$ cat config.mk
export PLATFORM = sky130hd
export DESIGN_NAME = pwm_ramp_flat
export DESIGN_NICKNAME = d
export VERILOG_FILES = /design/src/rtl/pwm_ramp_if.sv /design/src/rtl/pwm_ramp.sv /design/src/flat_wrapper.sv
export SDC_FILE = /design/constraint.sdc
export NUM_CORES = 1
export LEC_CHECK = 0
export ABC_CLOCK_PERIOD_IN_PS = 8900
export BUFFER_PORTS_ARGS = -buffer_cell sky130_fd_sc_hd__buf_2
export CORE_ASPECT_RATIO = 1.2
export CORE_UTILIZATION = 24
export DETAILED_ROUTE_END_ITERATION = 16
export PLACE_DENSITY_LB_ADDON = 0.05
export RECOVER_POWER = 100
export SYNTH_ARGS = -nofsm -noshare
export SYNTH_HDL_FRONTEND = slang
export SYNTH_SLANG_ARGS = --single-unit
$ cat constraint.sdc
create_clock -name clk -period 8.9 [get_ports clk]
set_input_delay 1.78 -clock clk [delete_from_list [all_inputs] [get_ports clk]]
set_output_delay 1.78 -clock clk [all_outputs]
set_load 0.01 [all_outputs]
$ cat src/rtl/pwm_ramp_if.sv
// Register bus between the CPU and the pwm_ramp soft-start block.
// The CPU side drives select, data and strobe; the block returns readback.
interface pwm_ramp_if;
  logic        A;
  logic [31:0] WD;
  logic        WE;
  logic [31:0] RD;

  modport master (
    output A,
    output WD,
    output WE,
    input  RD
  );

  modport slave (
    input  A,
    input  WD,
    input  WE,
    output RD
  );
endinterface

$ cat src/rtl/pwm_ramp.sv
// Soft-start duty slewer feeding the pwm peripheral write port.
// Moves live duty toward a CPU target one STEP per interval of pwm periods.
module pwm_ramp #(
  parameter int TICK_DIV = 126_351,
  parameter int STEP     = 1
) (
  input  logic       clk,
  input  logic       rst,
  pwm_ramp_if.slave  bus,
  output logic [6:0] duty_wd,
  output logic       duty_we,
  output logic       busy
);

  localparam int TW = (TICK_DIV > 1) ? $clog2(TICK_DIV) : 1;
  localparam logic [TW-1:0] TICK_LAST = TW'(TICK_DIV - 1);
  localparam logic [7:0] STEP8 = 8'(STEP);
  localparam logic [6:0] DUTY_MAX = 7'd100;

  typedef enum logic [1:0] {
    IDLE,
    UP,
    DOWN
  } state_t;

  state_t        state;
  state_t        state_nx;
  logic [TW-1:0] tick_cnt;
  logic          tick;
  logic [7:0]    interval;
  logic [7:0]    int_cnt;
  logic          int_hit;
  logic          int_clr;
  logic          step_en;
  logic [6:0]    target;
  logic [6:0]    cur;
  logic [6:0]    cur_nx;
  logic [6:0]    wd7;
  logic [6:0]    tgt_in;
  logic [7:0]    up_sum;
  logic [7:0]    dn_lim;
  logic [7:0]    dn_val;
  logic [6:0]    up_cur;
  logic [6:0]    dn_cur;
  logic          unused_wd;

  assign unused_wd = &{1'b0, bus.WD[31:8]};

  // Free-running pwm-period tick, independent of bus activity.
  assign tick = (tick_cnt == TICK_LAST);

  always_ff @(posedge clk or posedge rst) begin
    if (rst) begin
      tick_cnt <= '0;
    end else if (tick) begin
      tick_cnt <= '0;
    end else begin
      tick_cnt <= tick_cnt + 1'b1;
    end
  end

  assign wd7    = bus.WD[6:0];
  assign tgt_in = (wd7 > DUTY_MAX) ? DUTY_MAX : wd7;

  always_ff @(posedge clk or posedge rst) begin
    if (rst) begin
      target   <= '0;
      interval <= 8'd1;
    end else if (bus.WE) begin
      if (bus.A) begin
        interval <= bus.WD[7:0];
      end else begin
        target <= tgt_in;
      end
    end
  end

  assign busy   = (state != IDLE) || (cur != target);
  assign bus.RD = bus.A ? {24'b0, interval}
                        : {busy, 24'b0, target};

  // >= rather than == so a shrunk interval mid-ramp cannot stall.
  assign int_hit = (int_cnt >= interval - 8'd1);
  assign step_en = (state != IDLE) &&
                   ((interval == 8'd0) || (tick && int_hit));

  always_ff @(posedge clk or posedge rst) begin
    if (rst) begin
      int_cnt <= '0;
    end else if (int_clr) begin
      int_cnt <= '0;
    end else if ((state != IDLE) && tick && (interval != 8'd0)) begin
      int_cnt <= int_hit ? 8'd0 : int_cnt + 8'd1;
    end
  end

  // 8-bit math keeps the clamp free of wrap at both ends.
  assign up_sum = {1'b0, cur} + STEP8;
  assign dn_lim = {1'b0, target} + STEP8;
  assign dn_val = {1'b0, cur} - STEP8;
  assign up_cur = (up_sum >= {1'b0, target}) ? target : up_sum[6:0];
  assign dn_cur = ({1'b0, cur} <= dn_lim) ? target : dn_val[6:0];

  always_comb begin
    state_nx = state;
    cur_nx   = cur;
    int_clr  = 1'b0;
    unique case (state)
      IDLE: begin
        if (cur != target) begin
          if (interval == 8'd0) begin
            cur_nx = target;
          end else begin
            state_nx = (cur < target) ? UP : DOWN;
            int_clr  = 1'b1;
          end
        end
      end
      UP, DOWN: begin
        if (cur == target) begin
          state_nx = IDLE;
        end else begin
          state_nx = (cur < target) ? UP : DOWN;
          if (step_en) begin
            unique case (1'b1)
              interval == 8'd0: cur_nx = target;
              cur < target:     cur_nx = up_cur;
              default:          cur_nx = dn_cur;
            endcase
          end
        end
      end
      default: state_nx = IDLE;
    endcase
  end

  always_ff @(posedge clk or posedge rst) begin
    if (rst) begin
      state <= IDLE;
      cur   <= '0;
    end else begin
      state <= state_nx;
      cur   <= cur_nx;
    end
  end

  // One-cycle strobe the cycle after cur takes a new value.
  always_ff @(posedge clk or posedge rst) begin
    if (rst) begin
      duty_wd <= '0;
      duty_we <= 1'b0;
    end else begin
      duty_we <= (cur != duty_wd);
      if (cur != duty_wd) begin
        duty_wd <= cur;
      end
    end
  end

endmodule

$ cat src/flat_wrapper.sv
// flat-port wrapper written by rule: the top's interface ports become plain ports
module pwm_ramp_flat 
#(
  parameter int TICK_DIV = 126_351,
  parameter int STEP     = 1
)
  (clk, rst, duty_wd, duty_we, busy, bus_A, bus_WD, bus_WE, bus_RD);
  pwm_ramp_if bus_i ();
  input  logic clk;
  input  logic rst;
  output logic [6:0] duty_wd;
  output logic duty_we;
  output logic busy;
  input wire logic [$bits(bus_i.A)-1:0] bus_A;
  input wire logic [$bits(bus_i.WD)-1:0] bus_WD;
  input wire logic [$bits(bus_i.WE)-1:0] bus_WE;
  output wire logic [$bits(bus_i.RD)-1:0] bus_RD;
  assign bus_i.A = bus_A;
  assign bus_i.WD = bus_WD;
  assign bus_i.WE = bus_WE;
  assign bus_RD = bus_i.RD;
  pwm_ramp #(.TICK_DIV(TICK_DIV), .STEP(STEP)) u_core (.clk(clk), .rst(rst), .bus(bus_i), .duty_wd(duty_wd), .duty_we(duty_we), .busy(busy));
endmodule
**Word level (Yosys, flattened, before mapping)**

Cells that the tools add are included.
Widths: inputs -> output; s select.

- Flip-flop bits (word level): 57
- Output and inout port bits: 41
- Input port bits: 36
- Logic and storage cells: 70

- Mux-type cells: 22
- Equal/unequal tests: 11
- Bitwise logic cells: 1
- Reduce and logical (&&, ||, !) cells: 17
- Order comparisons: 5
- $add $sub $neg: 6

Operators with widths:

| operator | count |
|---|---|
| $mux 7 | 7 |
| $mux 32 | 1 |
| $pmux 7 s2 | 2 |
| $mux 8 | 3 |
| $add 17x1->17 const B | 1 |
| $eq 17x17->1 const B | 1 |
| $mux 17 | 1 |
| $add 7x1->8 const B | 2 |
| $ne 7x7->1 | 2 |
| $add 8x1->8 const B | 1 |
| $ge 8x7->1 | 1 |
| $ge 8x8->1 | 1 |
| $le 7x8->1 | 1 |
| $logic_not 8->1 | 1 |
| $mux 2 | 4 |
| $reduce_bool 8->1 | 1 |
| $sub 8x1->8 const B | 1 |
| $eq 7x7->1 | 1 |
| $gt 7x7->1 const B | 1 |
| $lt 7x7->1 | 1 |
| $sub 7x1->7 const B | 1 |
| $ne 2x1->1 const B | 3 |
| $reduce_and 2->1 | 3 |
| $reduce_bool 2->1 | 3 |
| 11 further kinds | 18 |

**Longest topological paths before layout**

Gate-level depths: netlist of the first run.

- Word-level depth: 8
- Depth in mapped cells: 14
- Gate-level depth less buffers: 13

**Worst setup path before layout of the first run**

Ideal clock, no wire load.

- Path type: input -> output
- From: input port bus_A
- To: output port bus_RD[5]
- Path slack: 4,678 ps
- Stages: 4
- Buffers on the path: 2
- Data arrival time: 2,442 ps
- Required time: 7,120 ps
- Path through: clkbuf_1 > clkbuf_1 > nand2_1 > o21ai_0

- Cells in the longest elaborated chain, start to end: 1

RTL lines:

| what | RTL line | text |
|---|---|---|
| start, declared | flat_wrapper.sv:14 | `input wire logic [$bits(bus_i.A)-1:0] bus_A;` |
| $mux 32 | pwm_ramp.sv:79 | `assign bus.RD = bus.A ? {24'b0, interval}` |
| end, declared | flat_wrapper.sv:17 | `output wire logic [$bits(bus_i.RD)-1:0] bus_RD;` |

Every way passes these cells.

**Worst setup path in the final report of the first run**

- From: input port bus_A
- To: output port bus_RD[3]

Same word-level chain as after synthesis.

==> metrics.txt, run 1 <==
Sw Ratio 42.5%; clock sinks 57; Clk pwr share a little over a quarter; maximum clock path buffer count 2; measured slew at the worst slew-check pin 3.17 ns; clock-pin slew on the worst setup and hold paths 0.05 ns; Worst EP required 7.12 ns; Post-CTS Repair Setup Buffers 0; Clock Latency Late Sink 0.34 ns; Sum Neg Setup Slack 0 ns; worst path cell trace clkbuf_1, nand2_1, o21ai_0, clkbuf_1; critical path's largest stage delay 0.52 ns; leading area contributor after synthesis dfrtp_1; placed insts 676; pin count of the biggest net entering global routing 58; Sequential Power Share 29.4%; layout cell share with drive strength beyond 1 a little under a tenth; P_leak 0.00203 uW; status complete, but fails checks; P_int slightly below 800 uW; cell area power density 293 nW/um^2; fin crit share 51.6%; IO Pins 77; Synth Area in XOR/XNOR 9.54%; setup ws final about 4.3 ns; TritonCTS clock tree yes; Max-Cap Viols 1; H-tree level count 3; average cell area after synthesis between 9 and 10 um^2; # DRC 0; WL per Instance approximately 16 um; multi-input combinational cell area 2380 um^2; Synth area leaders dfrtp_1, ha_1, xnor2_1; number of synthesized flops with an enable pin 0; Slowest cell on crit path clkbuf_1; hold buffers post-CTS 0; Hold Worst Slack 0.489 ns; Min-Delay Path Class flop to flop; drt total wl 11,400 um; IO buf count 29; area delta synth->final 11.7%; synthesized instance count about 450; Clock Skew 0.00979 ns; top-count cell post-synth dfrtp_1; net switching power 574 uW; Overflow after GRT 0; top cell type's share of synthesized area 33.9%; row count 52; Fin. Hold Viols 0; Slew Limit Fails 58; minimum clock period 4.60 ns; Worst Path Class, Setup input pin to primary output; Initial Utilization 24.5%; CP dominant cell by count clkbuf_1; post-synthesis sequential area ratio between 30% and 40%; Crit path arrival time 2.82 ns; Layout Cells excl Fill between 600 and 700; vias per inst 4.63; Placer Congestion 0.772; HPWL Detailed 8440 um; Vias about 3,200; post-CTS resize count 0; core area 16,900 um^2; Ant. Diodes 0; synthesized flop and latch total 57; violated checks max-capacitance violations, max-slew violations; Fmax 218 MHz; initial antenna violation count 0; unrepaired setup endpoints after global routing no; Commonest cells post-synth dfrtp_1, ha_1, nand2_1, nor2_1; initial drt markers 97; first-pass GRT wire length 18,500 um; Netlist cell types 55; Max-slew headroom -111%; largest family of logic cells by synthesized area simple AND/OR/NAND/NOR gates; simple-gate area share of the yosys netlist 17.3%; element type at the critical path end primary output; Detail Route Antenna Nets 0; Pwr Total 1350 uW; Die H 146 um; Adder-Cell Fraction of Synth Area between 10% and 20%; pre-CTS WS roughly 4.6 ns; CP startpoint kind input pin; Die W 122 um; vias in the first global route roughly 3,300; maximum vdd drop approximately 0.087 mV; # fillers ~1,800; final number of setup-violating endpoints 0; maximum fanout along the worst path 18; synthesized cell area just over 4000 um^2; Sequential Area 1430 um^2; complex-gate fraction of the synthesized area 14.1%; Ys Warns 0; top_reg_cell synth dfrtp_1; Root Buffer clkbuf_16; Die Area ~18,000 um^2; Synth async-reset ratio 100%; Pre-Repair DR Iteration Count 4; combinational power share 43.7%; nets@finish 546; CTS buffer count 9; Global Route Usage Sum 13.9%; multiplexer share of the synthesized area ~3%
[through the flow]
stage	util (%)	area, um^2
after floorplan	-	4210
after global placement	25.7	4330
final	27.4	4620
after detailed placement	25.7	4330
after CTS	27.6	4650
after global routing	27.4	4620
[placed cells by master, fill, tap and decap left out, types with 4 or more instances in the layout]
master     instances
nand3_1           17
o21ai_0           26
buf_2             11
or3_1              6
xnor2_1           24
and4_1             5
inv_1             25
a21oi_1           19
nor3_1            12
a31oi_1            6
a21o_1             5
xor2_1            21
mux2_2             9
a22o_1             5
conb_1            23
nand2_1           35
dfrtp_1           56
nor4_1             4
clkbuf_16          9
clkbuf_1          19
ha_1              39
nor2_1            35
o22ai_1            6
nand4_1            9
[state kept, by name, indices dropped and copies added (netlist names)]
| name | cells |
|---|---|
| u_core.cur | 7 |
| u_core.duty_wd | 7 |
| u_core.duty_we | 1 |
| u_core.int_cnt | 8 |
| u_core.interval | 8 |
| u_core.state | 2 |
| u_core.target | 7 |
| u_core.tick_cnt | 17 |
[cell type report]
class | count | area share, %
Multi-Input combinational cell | 347 | 51.5
Sequential cell | 57 | 30.9
Inverter | 26 | 2.11
Tap cell | 216 | 5.86
Clock inverter | 4 | 1.08
Timing Repair Buffer | 30 | 2.74
Clock buffer | 12 | 5.77
[kinds of logic after synthesis]
family / Yosys count
simple gates: 140
fa+ha+maj: 39
mux: 11
compound gates: 89
other cells: 1
buf+inv: 71
xor+xnor: 45
flops: 57
[worst max-delay path, delay by kind of cell]
family	cells	cell delay [ns]
AOI/OAI and AO/OA	1	0.15
buffers and inverters	2	0.70
and+or+nand+nor	1	0.18
[path summary, 6_finish.rpt]
path	from	cells after the start	slack, ns	endpoint
min in group asynchronous	rst	3	2.64	u_core.interval[1]
worst min register to register	u_core.tick_cnt[12]	1	0.49	u_core.tick_cnt[12]
worst max-delay path	bus_A	4	4.30	bus_RD[3]
worst max register to register	u_core.cur[2]	11	5.06	u_core.cur[5]
max in group asynchronous	rst	3	4.45	u_core.duty_we
worst min-delay path	u_core.tick_cnt[12]	1	0.49	u_core.tick_cnt[12]
[routing by layer]
layer / track usage, % / part of all wire [%]
met5: 0 / 0
met4: 5.68 / 1.9
met3: 2.70 / 2.3
met2: 22.8 / 49
met1: 17.6 / 46
[power groups by stage]
| stage | registers [uW] | clock network (uW) | logic, uW |
|---|---|---|---|
| 2_1_floorplan | 358 | 0 | 510 |
| 3_3_place_gp | 408 | 0 | 597 |
| 3_5_place_dp | 407 | 0 | 599 |
| 4_1_cts | 402 | 377 | 603 |
| 5_1_grt | 410 | 390 | 677 |
| 6_report | 398 | 364 | 590 |
(Power assumes the default switching activity.)
==> inputs of run 2 (changes only) <==
--- a/config.mk
+++ b/config.mk
@@ -5,7 +5,8 @@
 export SDC_FILE = /design/constraint.sdc
 export NUM_CORES = 1
 export LEC_CHECK = 0
-export ABC_CLOCK_PERIOD_IN_PS = 8900
+export ABC_AREA = 1
+export ABC_CLOCK_PERIOD_IN_PS = 3900
 export BUFFER_PORTS_ARGS = -buffer_cell sky130_fd_sc_hd__buf_2
 export CORE_ASPECT_RATIO = 1.2
 export CORE_UTILIZATION = 24
==> constraint.sdc (replaced) <==
create_clock -name clk -period 3.9 [get_ports clk]
set_input_delay 0.78 -clock clk [delete_from_list [all_inputs] [get_ports clk]]
set_output_delay 0.78 -clock clk [all_outputs]
set_load 0.01 [all_outputs]
==> run 2 against run 1 <==
- final area is 12% higher
- critical endpoint is now bus_RD[31]
- hold slack worse by 0.0049 ns
- highest routed layer unchanged
- total power grew to 2.5 times the previous value
- the run still ends with max-capacitance violations, max-slew violations left
- count of clock-buffer cells in the layout stayed put
==> metrics.txt, run 2 <==
Sequential Area 1430 um^2 (unchanged); Crit path arrival time 2.48 ns (-0.34 ns); WL per Instance 13.9 um (-15%); Sum Neg Setup Slack 0 ns (unchanged); minimum clock period 3.26 ns; layout cell share with drive strength beyond 1 10.7% (+1.2 points); terminus of the critical flop-to-flop path u_core.cur[3]; area delta synth->final 12.2%; Die H 154 um (+5.6%); average cell area after synthesis 7.50 um^2 (-18%); P_leak 0.00255 uW (+26%); placed insts 885 (+31%); number of synthesized flops with an enable pin 0 (unchanged); Hold Worst Slack 0.484 ns (-0.00492 ns); Worst Path Class, Setup flop to primary output; Overflow after GRT 0 (unchanged); vias per inst 4.35 (-6.2%); Max-slew headroom -15.2% (+96 points); max reg flops 17 (unchanged); row count 55 (+5.8%); Hold EP u_core.tick_cnt[0]; hold_sp u_core.tick_cnt[0]; vias in the first global route 3,904 (+19%); Initial Utilization 24.5% (-0.058 points); clock-pin slew on the worst setup and hold paths 0.06 ns (about the same); maximum fanout along the worst path 9 (-9); Fin. Hold Viols 0 (unchanged); nets@finish 715 (+31%); pin count of the biggest net entering global routing 32 (-45%); maximum vdd drop 0.217 mV (+150%); Max-Cap Viols 1 (unchanged); CP startpoint kind flop; leading area contributor after synthesis dfrtp_1; Commonest cells post-synth nand2_1, inv_1, dfrtp_1, nand3_1, nor2_1; hold path cells 1 (unchanged); synthesized cell area 4610 um^2 (+12%); crit-path leading delay family simple AND/OR/NAND/NOR gates; Global Route Usage Sum 13.8% (-0.083 points); Min-Delay Path Class flop to flop; HPWL Detailed 9490 um (+12%); initial antenna violation count 0 (unchanged); Ys Warns 0 (unchanged); top-count cell post-synth nand2_1; CP dominant cell by count inv_1; maximum clock path buffer count 2 (unchanged); Regs by FF count u_core.tick_cnt: 17 flops, u_core.int_cnt: 8 flops, u_core.interval: 8 flops; synthesized instance count 615 (+36%); initial drt markers 221 (+130%); # fillers 2,136 (+20%); worst path cell trace inv_1, ha_1, nor2_1, nand2_1, nor2_1, inv_1, nand2_1, inv_1, clkbuf_1; Clock Skew 0.00857 ns (-0.00122 ns); Synth area leaders dfrtp_1, ha_1, nand2_1; synthesized flop and latch total 57 (unchanged); Root Buffer clkbuf_16; Ant. Diodes 0 (unchanged); top cell type's share of synthesized area 30.4% (-3.5 points); slack of the worst reg-to-reg path 0.69 ns (-4.37 ns); Synth async-reset ratio 100% (unchanged); IO Pins 77 (unchanged); status complete, but fails checks; measured slew at the worst slew-check pin 1.73 ns (-1.44 ns); final core occ 27.4% (+0.041 points); Buf/Inv on CP 4 (+2); Detail Route Antenna Nets 0 (unchanged); final number of setup-violating endpoints 0 (unchanged); core area 18,900 um^2 (+12%); Netlist cell types 46 (-16%); fin crit share 83.5%; Pwr Total 3430 uW (+150%); multi-input combinational cell area 2650 um^2 (+11%); element type at the critical path end primary output; commonest non-fill, non-tap cell in the layout nand2_1; unrepaired setup endpoints after global routing no; Die W 129 um (+5.6%); violated checks max-capacitance violations, max-slew violations; # DRC 0 (unchanged); first-pass GRT wire length 20,900 um (+13%); Fmax a little over 300 MHz; post-CTS resize count 0 (unchanged); Clock Latency Late Sink 0.33 ns (about the same); clock sinks 57 (unchanged); H-tree level count 3 (unchanged); TritonCTS clock tree yes; hold buffers post-CTS 0 (unchanged); Reg with most FFs u_core.tick_cnt; cell area power density 663 nW/um^2 (+130%); commonest cells after routing, fill and taps aside nand2_1, inv_1, dfrtp_1; critical path's largest stage delay 0.59 ns (+0.07 ns); IO buf count 29 (unchanged); Post-CTS Repair Setup Buffers 0 (unchanged); Vias 3,916 (+22%); Pre-Repair DR Iteration Count 4 (unchanged); post-synthesis sequential area ratio 31.0% (-3.6 points); CTS buffer count 9 (unchanged); Crit Reg-Reg Startpoint u_core.interval[2]; Worst EP required 3.12 ns (-4.00 ns); Placer Congestion 0.802 (+3.9%); Layout Cells excl Fill 901 (+30%); top_reg_cell synth dfrtp_1; Die Area 19,800 um^2 (+11%); Slowest cell on crit path dfrtp_1; Slew Limit Fails 32 (-45%); Worst R2R Path Depth 17 (+6); drt total wl 12,600 um (+10%)
## run 2: cell count changes after synthesis, sizes merged, moves of 8 or more
cell,before,now
nor2,35,60
nand3,17,57
inv,26,85
a21oi,19,36
nand4,10,18
nand2,35,128
xnor2,24,9
## run 2: power by group
part | leakage (uW) | switching (uW) | internal (uW) | total, uW
combinational | 0.00170 | 1090 | 611 | 1700
clock | 0.000149 | 278 | 529 | 806
sequential | 0.000708 | 222 | 703 | 925
## run 2: how the worst max path moves through the flow
stage,slack [ns],to,from,depth (start not counted)
floorplan,1.31,u_core.cur[0],u_core.interval[2],17
global placement,0.74,u_core.cur[0],u_core.interval[2],16
detailed placement,0.76,u_core.cur[0],u_core.interval[2],16
CTS,0.64,bus_RD[31],u_core.cur[0],9
global route,0.33,u_core.cur[6],rst,3
finish,0.64,bus_RD[31],u_core.cur[0],9
## run 2: area by class of cell
cell class	instances	area share (%)
sequential	57	27.6
inverter	87	6.31
timing repair buffer	32	2.73
clock buffer	12	4.96
clock inverter	4	0.992
multi-input combinational	453	51.2
tap	256	6.19
## run 2: logic make-up (layout without fill, tap and decap cells)
| kind of cell | Yosys count | count (layout) | share of synthesized area, % |
|---|---|---|---|
| multiplexers | 3 | 3 | 0.732 |
| AND/OR/NAND/NOR | 284 | 284 | 30.5 |
| other | 1 | 23 | 0.0813 |
| AO/OA/AOI/OAI | 73 | 73 | 8.90 |
| buffers and inverters | 127 | 135 | 12.4 |
| adder cells (fa/ha/maj) | 39 | 39 | 10.6 |
| XOR/XNOR | 31 | 31 | 5.89 |
| flip-flops | 57 | 57 | 31.0 |
## run 2: routing by layer
metal  part of all wire, %  GRT usage (%)  wire [um]
met1                    46           18.0       5820
met5                     0              0          0
met4                   1.1           4.87        139
met2                    49           23.0       6190
met3                   3.3           2.05        414
## run 2: stage by stage
stage,setup slack (ns),instance area [um^2]
final,0.645,5170
after global routing,0.334,5170
after CTS,0.644,5250
after detailed placement,0.765,4940
after global placement,0.739,4940
after floorplan,1.31,4690
